[src/rtl/hazard_pkg.sv]
// Shared encodings and slot record for the decode-stage hazard scoreboard.
package hazard_pkg;

  localparam int unsigned REG_W = 3;

  localparam logic [1:0] FWD_NONE  = 2'b00;
  localparam logic [1:0] FWD_EXMEM = 2'b01;
  localparam logic [1:0] FWD_MEMWB = 2'b10;

  typedef struct packed {
    logic             v;
    logic [REG_W-1:0] rd;
    logic             ld;
  } slot_t;

endpackage

[src/rtl/hazard_scoreboard_if.sv]
// Decode-stage bundle between the decoder (master) and the hazard scoreboard (slave).
interface hazard_scoreboard_if #(
  parameter int unsigned REG_W = hazard_pkg::REG_W
);
  logic             id_valid;
  logic [REG_W-1:0] id_rs;
  logic [REG_W-1:0] id_rt;
  logic             id_rs_used;
  logic             id_rt_used;
  logic             id_regwrt;
  logic [REG_W-1:0] id_rd;
  logic             id_is_load;
  logic             flush;
  logic             stall;
  logic [1:0]       fwd_a;
  logic [1:0]       fwd_b;

  modport master (
    output id_valid, id_rs, id_rt, id_rs_used, id_rt_used,
           id_regwrt, id_rd, id_is_load, flush,
    input  stall, fwd_a, fwd_b
  );

  modport slave (
    input  id_valid, id_rs, id_rt, id_rs_used, id_rt_used,
           id_regwrt, id_rd, id_is_load, flush,
    output stall, fwd_a, fwd_b
  );
endinterface

[src/rtl/hazard_slot_cmp.sv]
// Compares one shadow slot's destination against both decode sources.
module hazard_slot_cmp
  import hazard_pkg::*;
(
  input  slot_t            slot,
  input  logic [REG_W-1:0] rs,
  input  logic [REG_W-1:0] rt,
  input  logic             rs_used,
  input  logic             rt_used,
  output logic             m_rs,
  output logic             m_rt
);
  // r0 is an ordinary register here, so no zero-register exemption.
  assign m_rs = slot.v & rs_used & (slot.rd == rs);
  assign m_rt = slot.v & rt_used & (slot.rd == rt);
endmodule

[src/rtl/hazard_scoreboard.sv]
// Decode interlock: shadows EX/MEM/WB writers, raises stall, counts stalls, watchdog.
// Define FORWARD_EN to enable load-use-only interlock with registered forwarding selects.
module hazard_scoreboard
  import hazard_pkg::*;
#(
  parameter int unsigned REG_W     = hazard_pkg::REG_W,
  parameter int unsigned MAX_STALL = 4,
  parameter int unsigned CNT_W     = 16
) (
  input  logic                 clk,
  input  logic                 rst,
  hazard_scoreboard_if.slave   bus,
  output logic [CNT_W-1:0]     stall_cnt,
  output logic                 err
);
  localparam int unsigned RUN_W = $clog2(MAX_STALL + 1);

  slot_t ex_q, mem_q, wb_q;
  logic  ex_rs, ex_rt, mem_rs, mem_rt, wb_rs, wb_rt;
  logic  hazard;
  logic  stall;
  logic  [RUN_W-1:0] run_cnt;

  hazard_slot_cmp u_cmp_ex (
    .slot(ex_q), .rs(bus.id_rs), .rt(bus.id_rt),
    .rs_used(bus.id_rs_used), .rt_used(bus.id_rt_used),
    .m_rs(ex_rs), .m_rt(ex_rt)
  );

  hazard_slot_cmp u_cmp_mem (
    .slot(mem_q), .rs(bus.id_rs), .rt(bus.id_rt),
    .rs_used(bus.id_rs_used), .rt_used(bus.id_rt_used),
    .m_rs(mem_rs), .m_rt(mem_rt)
  );

  // WB matches never interlock: the register file bypasses its own write port.
  hazard_slot_cmp u_cmp_wb (
    .slot(wb_q), .rs(bus.id_rs), .rt(bus.id_rt),
    .rs_used(bus.id_rs_used), .rt_used(bus.id_rt_used),
    .m_rs(wb_rs), .m_rt(wb_rt)
  );

`ifdef FORWARD_EN
  assign hazard = (ex_rs | ex_rt) & ex_q.ld;
`else
  assign hazard = ex_rs | ex_rt | mem_rs | mem_rt;
`endif

  assign stall     = bus.id_valid & ~bus.flush & hazard;
  assign bus.stall = stall;

  always_ff @(posedge clk) begin
    if (rst) begin
      ex_q  <= '0;
      mem_q <= '0;
      wb_q  <= '0;
    end else begin
      wb_q     <= mem_q;
      mem_q    <= ex_q;
      ex_q.v   <= bus.id_valid & bus.id_regwrt & ~stall & ~bus.flush;
      ex_q.rd  <= bus.id_rd;
      ex_q.ld  <= bus.id_is_load;
    end
  end

  always_ff @(posedge clk) begin
    if (rst) begin
      stall_cnt <= '0;
      run_cnt   <= '0;
      err       <= 1'b0;
    end else begin
      if (stall && (stall_cnt != '1))
        stall_cnt <= stall_cnt + 1'b1;
      if (!stall)
        run_cnt <= '0;
      else if (run_cnt != RUN_W'(MAX_STALL))
        run_cnt <= run_cnt + 1'b1;
      // Set on the edge where the run reaches MAX_STALL.
      if (stall && (run_cnt == RUN_W'(MAX_STALL - 1)))
        err <= 1'b1;
    end
  end

`ifdef FORWARD_EN
  logic [1:0] fwd_a_q, fwd_b_q;

  function automatic logic [1:0] fwd_sel(input logic m_ex, input logic ex_ld,
                                         input logic m_mem);
    if (m_ex && !ex_ld) return FWD_EXMEM;
    else if (m_mem)     return FWD_MEMWB;
    else                return FWD_NONE;
  endfunction

  always_ff @(posedge clk) begin
    if (rst || stall || bus.flush) begin
      fwd_a_q <= FWD_NONE;
      fwd_b_q <= FWD_NONE;
    end else begin
      fwd_a_q <= fwd_sel(ex_rs, ex_q.ld, mem_rs);
      fwd_b_q <= fwd_sel(ex_rt, ex_q.ld, mem_rt);
    end
  end

  assign bus.fwd_a = fwd_a_q;
  assign bus.fwd_b = fwd_b_q;
`else
  assign bus.fwd_a = FWD_NONE;
  assign bus.fwd_b = FWD_NONE;
`endif

endmodule

[src/flat_wrapper.sv]
// flat-port wrapper written by rule: the top's interface ports become plain ports
module hazard_scoreboard_flat import hazard_pkg::*;
#(
  parameter int unsigned REG_W     = hazard_pkg::REG_W,
  parameter int unsigned MAX_STALL = 4,
  parameter int unsigned CNT_W     = 16
)
  (clk, rst, stall_cnt, err, bus_id_valid, bus_id_rs, bus_id_rt, bus_id_rs_used, bus_id_rt_used, bus_id_regwrt, bus_id_rd, bus_id_is_load, bus_flush, bus_stall, bus_fwd_a, bus_fwd_b);
  hazard_scoreboard_if #(.REG_W(REG_W)) bus_i ();
  input  logic clk;
  input  logic rst;
  output logic [CNT_W-1:0] stall_cnt;
  output logic err;
  input wire logic [$bits(bus_i.id_valid)-1:0] bus_id_valid;
  input wire logic [$bits(bus_i.id_rs)-1:0] bus_id_rs;
  input wire logic [$bits(bus_i.id_rt)-1:0] bus_id_rt;
  input wire logic [$bits(bus_i.id_rs_used)-1:0] bus_id_rs_used;
  input wire logic [$bits(bus_i.id_rt_used)-1:0] bus_id_rt_used;
  input wire logic [$bits(bus_i.id_regwrt)-1:0] bus_id_regwrt;
  input wire logic [$bits(bus_i.id_rd)-1:0] bus_id_rd;
  input wire logic [$bits(bus_i.id_is_load)-1:0] bus_id_is_load;
  input wire logic [$bits(bus_i.flush)-1:0] bus_flush;
  output wire logic [$bits(bus_i.stall)-1:0] bus_stall;
  output wire logic [$bits(bus_i.fwd_a)-1:0] bus_fwd_a;
  output wire logic [$bits(bus_i.fwd_b)-1:0] bus_fwd_b;
  assign bus_i.id_valid = bus_id_valid;
  assign bus_i.id_rs = bus_id_rs;
  assign bus_i.id_rt = bus_id_rt;
  assign bus_i.id_rs_used = bus_id_rs_used;
  assign bus_i.id_rt_used = bus_id_rt_used;
  assign bus_i.id_regwrt = bus_id_regwrt;
  assign bus_i.id_rd = bus_id_rd;
  assign bus_i.id_is_load = bus_id_is_load;
  assign bus_i.flush = bus_flush;
  assign bus_stall = bus_i.stall;
  assign bus_fwd_a = bus_i.fwd_a;
  assign bus_fwd_b = bus_i.fwd_b;
  hazard_scoreboard #(.REG_W(REG_W), .MAX_STALL(MAX_STALL), .CNT_W(CNT_W)) u_core (.clk(clk), .rst(rst), .bus(bus_i), .stall_cnt(stall_cnt), .err(err));
endmodule
[config.mk]
export PLATFORM = sky130hd
export DESIGN_NAME = hazard_scoreboard_flat
export DESIGN_NICKNAME = d
export VERILOG_FILES = /design/src/rtl/hazard_pkg.sv /design/src/rtl/hazard_scoreboard_if.sv /design/src/rtl/hazard_slot_cmp.sv /design/src/rtl/hazard_scoreboard.sv /design/src/flat_wrapper.sv
export SDC_FILE = /design/constraint.sdc
export NUM_CORES = 1
export LEC_CHECK = 0
export CAP_MARGIN = 15
export CORE_MARGIN = 4
export CORE_UTILIZATION = 44
export CTS_BUF_LIST = sky130_fd_sc_hd__clkbuf_2 sky130_fd_sc_hd__clkbuf_4 sky130_fd_sc_hd__clkbuf_8
export CTS_CLUSTER_DIAMETER = 100
export DETAILED_ROUTE_END_ITERATION = 16
export PLACE_DENSITY_LB_ADDON = 0.1
export REMOVE_ABC_BUFFERS = 1
export SLEW_MARGIN = 15
export SYNTH_ARGS = -nofsm -noshare
export SYNTH_HDL_FRONTEND = slang
export SYNTH_SLANG_ARGS = --single-unit
[constraint.sdc]
create_clock -name clk -period 2.3 [get_ports clk]
set_input_delay 0.46 -clock clk [delete_from_list [all_inputs] [get_ports clk]]
set_output_delay 0.46 -clock clk [all_outputs]
set_load 0.02 [all_outputs]
Yosys cells after proc, flatten, opt, wreduce, memory -nomap -nowiden --
Cells that the tools add are included.
Word-level totals: register bits 28, input bits 17, output and inout bits 22, logic and storage cells 37
Cells by class: $add $sub $neg 2, equality and inequality tests 7, bitwise gates (word level) 18, reductions and logical operators 3
Operator list (number):
- adder 16 x 1 -> 16 bit, second input constant | 1
- != test 16 bit, second input constant | 1
- bitwise AND 1 bit | 13
- equality test 3 bit | 4
- adder 3 x 1 -> 3 bit, second input constant | 1
- equality test 3 x 2 -> 1 bit, second input constant | 1
- != test 3 bit, second input constant | 1
- OR 1 bit | 3
- logical AND 1 bit | 2
- inverter 1 bit | 2
- OR reduction 2 bit | 1

Depth between registers and ports, before layout --
depth after elaboration 9, depth in mapped cells 7

By module --
Synthesis repeated with hierarchy kept, for this count alone.
Second synthesis, totals: cells, all modules 169, area total of the unflattened synthesis 1556.5 um2
By module, submodules not included:
- hazard_scoreboard | times used 1, cells an instance 149, area each 1386.3 um2, sequential area each 600.6 um2
- hazard_slot_cmp | times used 2, cells an instance 10, area each 85.1 um2, sequential area each 0.0 um2

Worst setup path before layout --
No wires, ideal clock.
kind input to output, start point input bus_id_rs[2], end point output bus_stall, data arrival time 1.610 ns, required time 1.840 ns, slack 0.230 ns, cell stages on the path 6, buffers on the path 2, cells stage by stage xor2_1 -> nor4_1 -> o41ai_2 -> buf_6 -> buf_8 -> inv_1
Between the ends: longest elaborated chain between the ends 6
RTL lines:
- start, declared | line flat_wrapper.sv:15 | input wire logic [$bits(bus_i.id_rs)-1:0] bus_id_rs;
- equality test 3 bit | line hazard_slot_cmp.sv:14 | assign m_rs = slot.v & rs_used & (slot.rd == rs);
- bitwise AND 1 bit | line hazard_slot_cmp.sv:14
- OR 1 bit | line hazard_scoreboard.sv:46 | assign hazard = ex_rs | ex_rt | mem_rs | mem_rt;
- OR 1 bit (*) (2 in a row) | line hazard_scoreboard.sv:46
- bitwise AND 1 bit (*) | line hazard_scoreboard.sv:49 | assign stall = bus.id_valid & ~bus.flush & hazard;
- end, declared | line flat_wrapper.sv:23 | output wire logic [$bits(bus_i.stall)-1:0] bus_stall;
Every way passes the cells marked *; elsewhere a longest branch is shown, timed or not.

Final worst setup path --
start point input bus_id_rs_used, end point output bus_stall
Between the ends: longest elaborated chain between the ends 6
RTL lines:
- start, declared | line flat_wrapper.sv:17 | input wire logic [$bits(bus_i.id_rs_used)-1:0] bus_id_rs_used;
- bitwise AND 1 bit (2 in a row) | line hazard_slot_cmp.sv:14
- OR 1 bit | line hazard_scoreboard.sv:46
- OR 1 bit (*) (2 in a row) | line hazard_scoreboard.sv:46
- bitwise AND 1 bit (*) | line hazard_scoreboard.sv:49
Marks and branches as above.

==> key figures <==
Clocking
  – Number of buffers on the longest clock path: 2
  – Clock insertion delay at the later pin of the skew report: roughly 0.33 ns
  – Post CTS Setup Buffer Count: 0
  – Clock Pin Slew Worst Setup and Hold Paths: around 0.15 ns
  – Total clock sinks: 28
  – Number of buffers added by the clock tree synthesis step: 3
  – TritonCTS clock tree: yes
  – Number of levels in the clock H-tree: 1
  – Clk Tree Root Cell: clkbuf_4

Drt
  – Routed wire length: 3290 µm
  – Mean number of vias per cell: between 5 and 6
  – First drt pass iteration count: 4
  – Starting DRC count in detailed routing: 37
  – DRC viols: 0
  – Average wire per cell in the routed design: approximately 13 µm
  – Post-route ant nets: 0
  – Routed via count: 1,327

Global route
  – Largest net degree at the start of global routing: 25
  – GR met2 Demand/Resource: 0.279
  – Wire length of the first global-routing pass: about 5600 µm
  – Final global-route overflow total: 0
  – Busiest layer in global routing: met2
  – Number of antenna violations at the first check in global routing: 0
  – Total Routing Usage GR: 0.165
  – Fraction of met1 tracks used by global routing: 0.208
  – Met3 track demand over resource in global routing: 0.0255
  – Number of global-route vias before repair: between 1,000 and 1,500

Floorplan
  – Placeable Area: roughly 3200 µm²
  – Starting Density: 0.471
  – Die width: 66.1 µm
  – Std-Cell Rows: 20
  – Y dimension of the die: 66.1 µm
  – Ports: 39
  – Full die area: 4370 µm²

STA
  – Post-route minimum period: around 2.2 ns
  – Setup violations, final: 0
  – Worst slew margin: 0.604
  – Slack of the critical path: around 0.090 ns
  – Actual slew at the worst max-slew pin: between 0.5 and 0.6 ns
  – Tcrit/Tclk final: 0.961
  – Max-slew violations: 0
  – RSZ-0062 raised after global routing: no
  – Max frequency: 0.453 GHz
  – Worst Skew: roughly 0.0025 ns
  – Count of endpoints failing hold in the final timing report: 0

Power
  – Cell Pwr Density: ~460 nW/µm²
  – Reported leakage power: 0.773 nW
  – Power consumption: roughly 0.90 mW
  – Worst VDD drop: approximately 0.28 mV

Critical path
  – Max Fanout on Critical Path: 2
  – Delay-heaviest family, CP: buffers and inverters
  – Critical Path End Type: output pin
  – Longest individual stage delay on the worst path: between 0.4 and 0.5 ns
  – Startpoint kind of the worst setup timing path: input port
  – Data arrival time of the critical path: ~1.8 ns
  – Worst-path cell with the longest stage delay: clkdlybuf4s50_1
  – Total buffers and inverters traversed by the critical path: 4
  – Worst path required time: 1.84 ns
  – Crit Path Category: in2out
  – Cell-by-cell trace of the critical path: clkdlybuf4s50_1 -> nand2_1 -> nor4_1 -> buf_4 -> o41ai_4 -> inv_1 -> buf_6

Cells and area
  – Multi-input gate area: 841 µm²
  – Area delta synth->final: 31.9%
  – Count of non-filler cells in the finished layout: 249
  – Storage element area: roughly 560 µm²
  – Share of final-layout standard cells stronger than drive strength 1: 0.137
  – Total inserted antenna cells: 0
  – Number of fill cells in the layout: a little under 300
  – Total Nets Final: between 200 and 250

Synth
  – Leading cell types by total area after synthesis: dfxtp_1 38%, xor2_1 7.1%, nor2b_1 3.8%
  – Cells after Synth: 163
  – Async SR Flop Fraction: 0
  – Count of state elements after synthesis: 28
  – Cell area after synthesis: 1490 µm²
  – Portion of synthesized cell area occupied by the leading cell type: 0.377
  – Synth Area per Inst: about 9.1 µm²
  – Post-synthesis cell type with the largest combined area: dfxtp_1
  – Count of distinct cell types in the synthesized netlist: 43
  – Top cells by count, synth: 28 x dfxtp_1, 14 x nand2_1, 12 x xor2_1
  – Number of synthesized flops with an enable pin: 0
  – Most frequently used flop master after synthesis: dfxtp_1
  – Sequential share of the synthesized area: 0.377
  – Top-count cell post-synth: dfxtp_1
  – Count of synthesis-stage warnings from yosys: 0

Worst hold path
  – Type of the worst min-delay path: reg2reg

Place
  – Number of port buffers: 33
  – Post-DP HPWL: about 2500 µm
  – Final weighted congestion in routability-driven placement: slightly below 0.8
  – Placed Cells: 245
  – Worst setup timing slack at the placement stage: -0.506 ns

Flow run
  – Number of violations of the max-capacitance limit: 0

Outcome
  – Run status: finished clean
[kinds of logic (layout without fill, tap and decap cells)]
| group | count (synthesis) | in the layout | synth area share |
|---|---|---|---|
| other | 1 | 4 | 0.00252 |
| and+or+nand+nor | 66 | 66 | 0.260 |
| buffers and inverters | 20 | 59 | 0.0766 |
| AOI/OAI and AO/OA | 26 | 26 | 0.137 |
| xor gates and xnor gates | 13 | 13 | 0.0766 |
| DFF | 28 | 28 | 0.377 |
| adders and majority gates | 4 | 4 | 0.0337 |
| muxes | 5 | 5 | 0.0362 |
[sequential cells by signal (all words and copies together), names as in the netlist]
signal            cells
u_core.err            1
u_core.run_cnt        3
u_core.stall_cnt     16
u_core.mem_q          4
u_core.ex_q           4
[metal layers]
layer / wire (µm) / vias up
met5: 0 / -
met4: 47 / 0
met3: 115 / 4
met2: 1560 / 28
met1: 1570 / 623
li1: - / 672
[placed cells by master (no fill, tap or decap), types with 3 or more instances in the layout]
master,Yosys,routed
a21oi_1,6,6
or4_1,6,6
nand2_1,14,14
xor2_1,12,12
nand4_1,6,6
dlygate4sd2_1,0,6
clkbuf_4,1,3
mux2_2,3,3
nor2b_1,9,9
nand3_1,3,3
nor2_1,9,9
buf_4,4,12
nor4_1,6,5
inv_1,10,10
clkdlybuf4s50_1,0,26
o31ai_1,6,6
dfxtp_1,28,28
and3_1,3,3
conb_1,1,4
ha_1,4,4
[worst register-to-register path, stage by stage (launching register included)]
cell and delay, ns:
dfxtp_1 0.36, xor2_1 0.14, nor4_1 0.32, buf_4 0.19, o41ai_4 0.08, buf_4 0.23
nor4_4 0.30, mux2_2 0.35
[cell type report]
type                       instances  share of cell area
clock buffer                       3              0.0115
sequential                        28               0.286
inverter                          10              0.0191
clock inverter                     1              0.0153
timing repair buffer              45               0.211
tap                               44              0.0281
multi-input combinational        118               0.429
[report_power, final]
part / total (mW) / switching [mW] / internal [mW]
registers: 0.497 / 0.00561 / 0.491
clock network: 0.324 / 0.148 / 0.176
logic: 0.0754 / 0.0372 / 0.0382
[stage by stage]
stage	hold WS [ns]	setup TNS, ns	instance area (µm²)	util
finish	0.494	0	1960	0.622
global route	0.537	0	1960	0.622
CTS	0.504	0	1950	0.620
detailed placement	0.464	-4.92	1910	0.605
global placement	0.451	-4.56	1910	0.605
floorplan	0.457	-2.54	1420	-
[path summary, 6_finish.rpt]
path                                 startpoint                   end  slack, ns  cells past startpoint
worst max-delay path             bus_id_rs_used             bus_stall       0.09                      7
worst min-delay path                 u_core.err            u_core.err       0.49                      1
worst max register to register  u_core.mem_q[3]  u_core.stall_cnt[15]       0.25                      7
worst min register to register       u_core.err            u_core.err       0.49                      1
[timing repair]
item | CTS | global route
pin swaps | 4 | 1
setup endpoints to repair | 5 | 2
resized for setup | 12 | 1
hold buffers | 0 | 0
cloned | 0 | 0
Power figures use the tool's default switching activity.
